### config.mk
export PLATFORM = sky130hd
export DESIGN_NAME = tick_period_meter
export DESIGN_NICKNAME = d
export VERILOG_FILES = /design/src/rtl/tick_period_meter_pkg.sv /design/src/rtl/tick_period_meter_edge.sv /design/src/rtl/tick_period_meter.sv
export SDC_FILE = /design/constraint.sdc
export NUM_CORES = 1
export LEC_CHECK = 0
export CORE_ASPECT_RATIO = 0.6
export CORE_MARGIN = 2
export CORE_UTILIZATION = 53
export DETAILED_ROUTE_END_ITERATION = 8
export PLACE_DENSITY = 0.77
export SYNTH_ARGS = -nofsm -noshare
export SYNTH_HDL_FRONTEND = slang
export SYNTH_SLANG_ARGS = --single-unit
### constraint.sdc
create_clock -name CLK -period 3.16 [get_ports CLK]
set_clock_uncertainty 0.15 [all_clocks]
set_input_delay 0.474 -clock CLK [delete_from_list [all_inputs] [get_ports CLK]]
set_output_delay 0.474 -clock CLK [all_outputs]
set_load 0.05 [all_outputs]
### src/rtl/tick_period_meter_pkg.sv
// Shared types and default widths for the tick period meter and the clock divider
// that produces the tick.
package tick_period_meter_pkg;

    typedef enum logic [1:0] {
        IDLE    = 2'd0,
        MEASURE = 2'd1,
        STALL   = 2'd2
    } meter_state_t;

    localparam int CNT_W  = 20;
    localparam int DIV_W  = 16;
    localparam int FRAC_W = 8;

endpackage

### src/rtl/tick_period_meter_edge.sv
// Rising-edge detector for the tick input. Define TICK_METER_SYNC_EN to place a
// 2-flop synchroniser ahead of the edge flop when tick is asynchronous to CLK.
module edge_rise_detect
    import tick_period_meter_pkg::*;
(
    input  logic CLK,
    input  logic nRST,
    input  logic tick,
    output logic rise
);

    logic tick_s;
    logic tick_q;

`ifdef TICK_METER_SYNC_EN
    logic [1:0] sync;

    always_ff @(posedge CLK or negedge nRST) begin
        if (!nRST) sync <= '0;
        else       sync <= {sync[0], tick};
    end

    assign tick_s = sync[1];
`else
    assign tick_s = tick;
`endif

    always_ff @(posedge CLK or negedge nRST) begin
        if (!nRST) tick_q <= 1'b0;
        else       tick_q <= tick_s;
    end

    // A tick held high yields exactly one edge.
    assign rise = tick_s & ~tick_q;

endmodule

### src/rtl/tick_period_meter.sv
// Measures CLK cycles between rising tick edges and recovers the divider setting
// (period >> FRAC_W). Optional input synchroniser: TICK_METER_SYNC_EN.
module tick_period_meter
    import tick_period_meter_pkg::*;
#(
    parameter int CNT_W  = tick_period_meter_pkg::CNT_W,
    parameter int DIV_W  = tick_period_meter_pkg::DIV_W,
    parameter int FRAC_W = tick_period_meter_pkg::FRAC_W
) (
    input  logic             CLK,
    input  logic             nRST,
    input  logic             tick,
    input  logic             clear,
    output logic [CNT_W-1:0] period,
    output logic [DIV_W-1:0] div_est,
    output logic             exact,
    output logic             valid,
    output logic             locked,
    output logic             timeout
);

    localparam logic [CNT_W-1:0] CNT_MAX = '1;
    localparam logic [CNT_W-1:0] CNT_ONE = CNT_W'(1);

    meter_state_t     state, state_nx;
    logic [CNT_W-1:0] count;
    logic             rise;
    logic             prev_ok;   // period register holds a measurement from this run

    edge_rise_detect u_edge (
        .CLK  (CLK),
        .nRST (nRST),
        .tick (tick),
        .rise (rise)
    );

    always_ff @(posedge CLK or negedge nRST) begin
        if (!nRST) state <= IDLE;
        else       state <= state_nx;
    end

    always_comb begin
        state_nx = state;
        if (clear) begin
            state_nx = IDLE;
        end else begin
            case (state)
                IDLE:    if (rise) state_nx = MEASURE;
                MEASURE: if (!rise && count == CNT_MAX) state_nx = STALL;
                STALL:   if (rise) state_nx = MEASURE;
                default: state_nx = IDLE;
            endcase
        end
    end

    always_ff @(posedge CLK or negedge nRST) begin
        if (!nRST) begin
            count   <= '0;
            period  <= '0;
            div_est <= '0;
            exact   <= 1'b0;
            valid   <= 1'b0;
            locked  <= 1'b0;
            timeout <= 1'b0;
            prev_ok <= 1'b0;
        end else begin
            valid <= 1'b0;
            if (clear) begin
                // Measurement outputs are kept; only the run state restarts.
                count   <= '0;
                locked  <= 1'b0;
                timeout <= 1'b0;
                prev_ok <= 1'b0;
            end else begin
                case (state)
                    IDLE: begin
                        if (rise) count <= CNT_ONE;
                    end
                    MEASURE: begin
                        if (rise) begin
                            period  <= count;
                            div_est <= DIV_W'(count >> FRAC_W);
                            exact   <= (count[FRAC_W-1:0] == '0);
                            valid   <= 1'b1;
                            locked  <= prev_ok && (count == period);
                            prev_ok <= 1'b1;
                            count   <= CNT_ONE;
                        end else if (count == CNT_MAX) begin
                            // Saturate instead of wrapping; the interval is discarded.
                            timeout <= 1'b1;
                            locked  <= 1'b0;
                            prev_ok <= 1'b0;
                        end else begin
                            count <= count + CNT_ONE;
                        end
                    end
                    STALL: begin
                        if (rise) count <= CNT_ONE;
                    end
                    default: count <= '0;
                endcase
            end
        end
    end

endmodule

==> impl_results.md <==
* Area Overhead vs Synth at 14.9%
* Worst hold path class: in -> async
* Largest stage delay, worst path at 500 ps
* Most common flop cell mapped by yosys: dfrtp_1
* Worst-path maximum fanout at 18
* GPL Wtd Cong at 0.998
* Crit. End Element: flop
* Unrepaired setup endpoints after global routing: false
* Synth top area cells: dfrtp_1 (44%), mux2_2 (8.8%), xor2_1 (6.2%), buf_4 (5.8%), o21ai_0 (2.6%)
* Max VDD drop at 0.173 mV
* Final Cell Area at 3100 um2
* Combinational family with the most area after synthesis: simple AND/OR/NAND/NOR gates
* Gr usage total at 23.2%
* Nets at around 290
* CTS Buf Count at 5
* Syn Area/Cell at 10.4 um2
* Final Slew Violations at 0
* Final WL at 5970 um
* IO Count at 44
* Slew margin rel. at 29.1%
* DPL Wire Length at 4240 um
* Clk buf depth at 2
* Final Setup Violations at 0
* Leak at 1.43 nW
* Drt pass-1 iters at 5
* Area of the die at 5700 um2
* Number of setup buffers added after CTS at 0
* Register area at ~1200 um2
* Power Dens Cells at 368 nW/um2
* Number of synthesized flops with an enable pin at 0
* Final Core Density at 62.3%
* Status: finished clean
* Adder-Cell Fraction of Synth Area at 0.927%
* Cts hold-fix bufs at 0
* Detail Route Antenna Nets at 0
* Synth Area in Simple Gates at 19.6%
* First-pass GRT wire length at 9760 um
* Antenna cells at 0
* Warnings, synthesis at 0
* Clk Latency, worst-skew pair at 300 ps
* CP delay by family, top: simple AND/OR/NAND/NOR gates
* Drt wl/cell at about 17 um
* Yosys reg bits at 48
* Critical path cell sequence: ha_1 -> nand3_2 -> or2_1 -> nor4_4 -> buf_4 -> o21ai_0 -> a21oi_1
* Final total power at 1.14 mW
* Fill count at 431
* Pre-CTS WS at 351 ps
* Min Clock Period, post-route at 2580 ps
* Least-Margin Pin Slew at 1060 ps
* Peak Freq at 0.388 GHz
* CTS resizes at 0
* Setup WS post-layout at 582 ps
* Asr flop ratio synth at 100%
* Synth area leader: dfrtp_1
* Final Hold Viols at 0
* Core Area at between 4000 and 5000 um2
* Antenna violations before repair at 0
* Max-Cap Viols at 0
* Die Wd at a little under 100 um
* Critical Path Slowest Stage Cell: nor4_4
* Via Count at approximately 2,100
* Hold WS at 215 ps
* Initial core utilization at 54.2%
* Placed Area at around 3000 um2
* Count of buffer and inverter cells on the critical path at 1
* Port Buffers at 39
* Crit Path Category: reg -> reg
* Cells after DPL at 342
* Clock tree root driver cell: clkbuf_8
* Mapped Cells at 259
* Clk sink count at 48
* H-tree depth at 2
* Largest net degree at the start of global routing at 49
* Worst EP arrival at approximately 2700 ps
* Fin cells at 350
* Post-synthesis compound-gate area fraction at a little over a tenth
* Post-Synth XOR/XNOR Area at approximately 6.5%
* Vias in the first global route at around 1,900
* Clock transition at path regs at 90 ps
* Global route overflow at 0
* Mux contribution to synthesized area at 8.76%
* Synth cell types at 52
* Area occupied by multi-input gates at 1280 um2
* Initial drt markers at 191
* Register area share after synthesis at 44.5%
* Layout cells sized above 1 at 16.9%
* CTS tree: built
* Die H at 59.3 um
* Drt drc at 0
* Worst setup SP type: flop
* Period utilization at 81.6%
* FP Rows at 20
* Synth Cell Area at 2700 um2
* Routed vias/inst at 5.95
* Yosys top cell area share at 44.5%
* Post-synth top cells: dfrtp_1 (48), buf_4 (21), mux2_2 (21)
* Critical Path RT at approximately 3200 ps
* Leading cell type by number of instances after synthesis: dfrtp_1
* TNS Setup at 0 ps
worst register-to-register path: stages, from the launching register on:
cell and delay [ps]:
dfrtp_1 490, ha_1 280, nand3_2 130, or2_1 360
nor4_4 500, buf_4 310, o21ai_0 150, a21oi_1 140
cell usage in the layout, fill, tap and decap left out, types with 5 or more instances in the layout:
master / n
nor2_1: 5
nand4_1: 7
nand2_1: 13
or4_1: 6
clkdlybuf4s50_1: 38
nor4_1: 7
inv_1: 6
clkbuf_8: 6
mux2_2: 21
xor2_1: 19
dfrtp_1: 48
or3_1: 8
buf_4: 6
nand3_1: 10
a21oi_1: 13
o21ai_0: 14
power breakdown:
part           switching (mW)  internal (mW)  total (mW)
clock                   0.192          0.179       0.371
combinational          0.0951         0.0396       0.135
sequential             0.0116          0.625       0.637
total                   0.299          0.843        1.14
logic make-up (layout without fill, tap and decap cells):
kind of cell / after synthesis / count (layout)
DFF: 48 / 48
muxes: 21 / 21
other: 1 / 4
buffers and inverters: 37 / 59
AOI/OAI and AO/OA: 47 / 47
and+or+nand+nor: 83 / 83
adders and majority gates: 2 / 2
xor gates and xnor gates: 20 / 20
area by class of cell:
type,count,area share [%]
multi-input combinational,177,41.1
clock buffer,8,2.90
tap,66,2.66
inverter,6,0.726
timing repair buffer,45,13.9
sequential,48,38.7
path summary, 6_finish.rpt:
kind / startpoint / end / slack, ps / depth (start not counted)
setup / recovery: count[1]$_DFFE_PN0P_ / count[11]$_DFFE_PN0P_ / 580 / 7
hold / removal: nRST / exact$_DFFE_PN0P_ / 210 / 1
setup reg to reg: count[1]$_DFFE_PN0P_ / count[11]$_DFFE_PN0P_ / 580 / 7
hold reg to reg: timeout$_DFFE_PN0P_ / timeout$_DFFE_PN0P_ / 340 / 1
max in group asynchronous: nRST / count[10]$_DFFE_PN0P_ / 1990 / 1
min in group CLK: timeout$_DFFE_PN0P_ / timeout$_DFFE_PN0P_ / 340 / 1
flip-flops by register name, summed over array words and instances (netlist names):
name           count
period            19
div_est            1
locked             1
valid              1
state              2
prev_ok            1
u_edge.tick_q      1
count             20
exact              1
timeout            1
layer usage:
layer / GRT usage, % / wire (um)
met1: 36.1 / 2880
met2: 33.1 / 2600
met3: 4.71 / 444
met4: 5.51 / 42
met5: 0 / 0
Note: power is estimated with default switching activity, not from simulation.
==> RTL edit 1 (same flow settings) <==
Put one more register stage on the output `locked`. The value now appears one clock later. The other outputs are not delayed to match.
--- a/src/rtl/tick_period_meter.sv
+++ b/src/rtl/tick_period_meter.sv
@@ -22,4 +22,6 @@
     localparam logic [CNT_W-1:0] CNT_MAX = '1;
     localparam logic [CNT_W-1:0] CNT_ONE = CNT_W'(1);
+
+    logic locked_s0;
 
     meter_state_t     state, state_nx;
@@ -61,5 +63,5 @@
             exact   <= 1'b0;
             valid   <= 1'b0;
-            locked  <= 1'b0;
+            locked_s0 <= 1'b0;
             timeout <= 1'b0;
             prev_ok <= 1'b0;
@@ -69,5 +71,5 @@
                 // Measurement outputs are kept; only the run state restarts.
                 count   <= '0;
-                locked  <= 1'b0;
+                locked_s0 <= 1'b0;
                 timeout <= 1'b0;
                 prev_ok <= 1'b0;
@@ -83,5 +85,5 @@
                             exact   <= (count[FRAC_W-1:0] == '0);
                             valid   <= 1'b1;
-                            locked  <= prev_ok && (count == period);
+                            locked_s0 <= prev_ok && (count == period);
                             prev_ok <= 1'b1;
                             count   <= CNT_ONE;
@@ -89,5 +91,5 @@
                             // Saturate instead of wrapping; the interval is discarded.
                             timeout <= 1'b1;
-                            locked  <= 1'b0;
+                            locked_s0 <= 1'b0;
                             prev_ok <= 1'b0;
                         end else begin
@@ -104,4 +106,8 @@
     end
 
+    always_ff @(posedge CLK) begin
+        locked <= locked_s0;
+    end
+
 endmodule
 
Check against the original RTL: not equivalent (Yosys sat finds a counterexample within 10 cycles, from zero or initial values and one cycle with nRST low).
==> RTL edit 1 against the original RTL <==
Sequential cell count grew 1. Synthesized area grew 4.9%. Global-route usage shrank 1.7 points. Setup slack gained 190 ps. Combinational power shrank 5%. Critical path type is now primary input to flip-flop. Sequential power grew 2%. Total power grew 10%. Routed wire length grew 0.40%. Sequential share of layout area shrank 0.18 points. Final area grew 2.1%. Via count grew 1.8%. Clock power grew 30%. First-iteration DRC count grew 12%.
==> RTL edit 1: results (changes against the original RTL) <==
[final_layout]
drive_above_1_share = 0.175  ; +0.00581
nets = 291  ; +0.69%
antenna_cells = 0  ; unchanged
top_regs = count x20, period x19, state x2
fillCellCount = 433  ; +0.46%

[drt]
num_vias = 2121  ; +1.8%
vias_per_cell = 6.03  ; +1.2%
dr.pass1.iters = 5  ; unchanged
post_drt_wl_per_cell_microns = 17.0  ; -0.17%
drtIter0Drc = 213  ; +12%

[worst_setup_path]
crit_family = simple AND/OR/NAND/NOR gates
r2r_cells = 5  ; -2
worstReg2RegEnd = count[7]$_DFFE_PN0P_
critPathMaxFanout = 11  ; -7
max_stage_delay_ps = 480  ; -20 ps
r2r_setup_slack_ps = 840  ; +260 ps
slowest_stage = clkdlybuf4s50_1
worstPathArrival_ps = 2470  ; -180 ps
r2r-start = count[12]$_DFFE_PN0P_
crit_start = tick

[logic_synthesis]
syn_avg_cell_area_sq_um = 10.6  ; +2.1%
synthTopCellsByCount = 48 x dfrtp_1, 21 x mux2_2, 17 x buf_4
yosysSeqAreaShare = 0.431  ; -0.0136
yosys_warnings = 0  ; unchanged
ys_async_sr_fraction = 0.980  ; -0.0204
synth_flop_cell = dfrtp_1
synth_cell_types = 55  ; +5.8%
ys_top_cells_by_area = dfrtp_1 42%, mux2_2 8.4%, buf_4 4.5%

[global_route]
grt_pass1_wl_microns = 9870  ; +1.1%
overflow = 0  ; unchanged
grt.total_usage = 0.215  ; -0.0173
grt_pass1_vias = 1869  ; -0.48%
grt_max_degree = 49  ; unchanged
antenna_found_initial = 0  ; unchanged

[clock_tree]
clockBufferDepth = 2  ; unchanged
root_buffer = clkbuf_8
clk-insertion-delay-late_ps = 310
post_cts_buffers = 0  ; unchanged
cts_buffers = 5  ; unchanged
htreeDepth = 2  ; unchanged
cts-resized-gates = 0  ; unchanged
path_clk_slew_ps = 100

[placed_design]
gp_congestion = 0.918  ; -7.9%
dp_cells = 344  ; +0.58%
port_buffers = 39  ; unchanged
hpwlAfterDp_microns = 4130  ; -2.7%

[timing]
slew_headroom = 0.293  ; +0.00162

[worst_hold_path]
min_path_type = primary input to async pin

[power_and_ir_drop]
vdd_drop_max_v = 0.000194  ; +12%
leakagePower_uw = 0.00133  ; -7.4%

[run_status]
status = finished clean

## RTL edit 1: worst max path at each step
stage / endpoint / slack [ps] / cells past startpoint
floorplan: locked_s0$_DFFE_PN0P_ / 1100 / 7
global placement: count[7]$_DFFE_PN0P_ / 560 / 6
detailed placement: count[9]$_DFFE_PN0P_ / 480 / 6
CTS: count[9]$_DFFE_PN0P_ / 790 / 6
global route: count[13]$_DFFE_PN0P_ / 660 / 5
finish: count[9]$_DFFE_PN0P_ / 770 / 6
## RTL edit 1: metrics by stage
| step | util | hold slack [ps] | worst slack, ps | cell area (sq um) |
|---|---|---|---|---|
| 6_report | 0.621 | 178 | 773 | 3170 |
| 5_1_grt | 0.621 | 255 | 665 | 3170 |
| 3_5_place_dp | 0.597 | 215 | 476 | 3050 |
| 4_1_cts | 0.621 | 238 | 787 | 3170 |
| 3_3_place_gp | 0.597 | 205 | 559 | 3050 |
| 2_1_floorplan | - | 28.4 | 1100 | 2840 |
## RTL edit 1: routing by layer
metal	global-route usage	share of wire	vias to the layer above
met4	0.0528	0.0052	0
met3	0.0449	0.083	8
li1	-	-	990
met5	0	0	-
met1	0.337	0.51	1030
met2	0.304	0.40	93
## RTL edit 1: area by class of cell
type                       count  area share
multi-input combinational    176       0.407
sequential                    49       0.385
timing repair buffer          44       0.133
clock buffer                   6      0.0261
tap                           66      0.0261
clock inverter                 2      0.0118
inverter                       9      0.0107
## RTL edit 1: cell families (layout without fill, tap and decap cells)
logic type,count (synthesis),after routing,synth area share
and+or+nand+nor,76,76,0.158
buffers and inverters,44,61,0.118
xor gates and xnor gates,22,22,0.0681
muxes,21,21,0.0835
adders and majority gates,2,2,0.00884
AOI/OAI and AO/OA,51,51,0.131
other,1,4,0.00132
DFF,49,49,0.431
## RTL edit 1: power by group
part / total, uW / internal, uW / leakage (uW) / switching (uW)
clock network: 483 / 258 / 0.0000574 / 225
registers: 649 / 637 / 0.000671 / 11.5
logic: 128 / 38.1 / 0.000600 / 89.6
==> RTL edit 2 (same settings) <==
Made on the original files. `DIV_W`: 16 -> 14.
--- a/src/rtl/tick_period_meter_pkg.sv
+++ b/src/rtl/tick_period_meter_pkg.sv
@@ -10,5 +10,5 @@
 
     localparam int CNT_W  = 20;
-    localparam int DIV_W  = 16;
+    localparam int DIV_W  = 14;
     localparam int FRAC_W = 8;
 
Ports: changed (resized div_est); port bits go from 44 to 42. No check against the original RTL was run, so the function may have changed too.
==> RTL edit 2 against the original RTL <==
Maximum frequency increased by 2.4%. Clock power grew 39%. Highest routed layer unchanged. Combinational power is 4% lower. Routed wire length shrank 2.6%. Count of clock-buffer cells in the layout is 3 lower. Largest cell class unchanged. Sequential cell count is the same. Final area increased by 1.7%. Total power rose by 12%. Synthesized area shrank 0.56%. Largest power group unchanged. Setup slack better by 61 ps.
==> RTL edit 2: results (changes against the original RTL) <==
[run_status]
status = finished clean

[placed_design]
dp_cells = 343  ; +0.29%
dpl_cell_area_sq_um = 3030  ; +0.50%
place_ws_ps = 343  ; -8.33 ps
hpwlAfterDp_microns = 4200  ; -1.1%

[power_and_ir_drop]
power_uw = 1280  ; +12%
leakagePower_uw = 0.00146  ; +2.0%
pwr-share-comb = 0.101  ; -0.017
p_int_uw = 976  ; +16%
power.share.clock = 0.402  ; +0.077

[final_layout]
multiInputCombCellCount = 175  ; -1.1%
clk_share = 0.0408  ; +0.0118
nNonClkBuffers = 48  ; +6.7%
design_area_sq_um = 3160  ; +1.7%
drive_above_1_share = 0.183  ; +0.0141
multi_input_area_sq_um = 1270  ; -0.59%
sh_seq_area = 0.380  ; -0.00660

[global_route]
gr-usage-met2 = 0.309  ; -0.0227
grt_util_met3 = 0.0458  ; -0.00127
grt.total_usage = 0.224  ; -0.00784

[worst_setup_path]
r2r_cells = 5  ; -2
slowest_stage = or4b_2
crit_start = tick
worstReg2RegEnd = prev_ok$_DFFE_PN0P_
r2r_setup_slack_ps = 700  ; +120 ps
max_stage_delay_ps = 710  ; +210 ps

[timing]
slew_headroom = 0.299  ; +0.00852
period_needed_ps = 2520  ; -60.9 ps

[drt]
met2WireLength_microns = 2400  ; -7.9%

[RTL edit 2: cell types whose count changed after synthesis]
cell	unedited run	this run
buf_4	21	19
[RTL edit 2: kinds of logic after synthesis]
family	count (synthesis)	synth area share
other	1	0.00140
DFF	48	0.447
muxes	21	0.0881
xor gates and xnor gates	20	0.0652
and+or+nand+nor	83	0.197
buffers and inverters	35	0.0834
adders and majority gates	2	0.00932
AOI/OAI and AO/OA	47	0.108
[RTL edit 2: worst min-delay path by stage]
stage                         from  cells past startpoint  slack (ps)                    end
3_3_place_gp   timeout$_DFFE_PN0P_                      1         320    timeout$_DFFE_PN0P_
5_1_grt                       nRST                      1         280  period[1]$_DFFE_PN0P_
3_5_place_dp    locked$_DFFE_PN0P_                      1         340     locked$_DFFE_PN0P_
6_report                      nRST                      1         200  period[1]$_DFFE_PN0P_
2_1_floorplan                 nRST                      0          30   count[0]$_DFFE_PN0P_
4_1_cts                       nRST                      1         250  period[1]$_DFFE_PN0P_
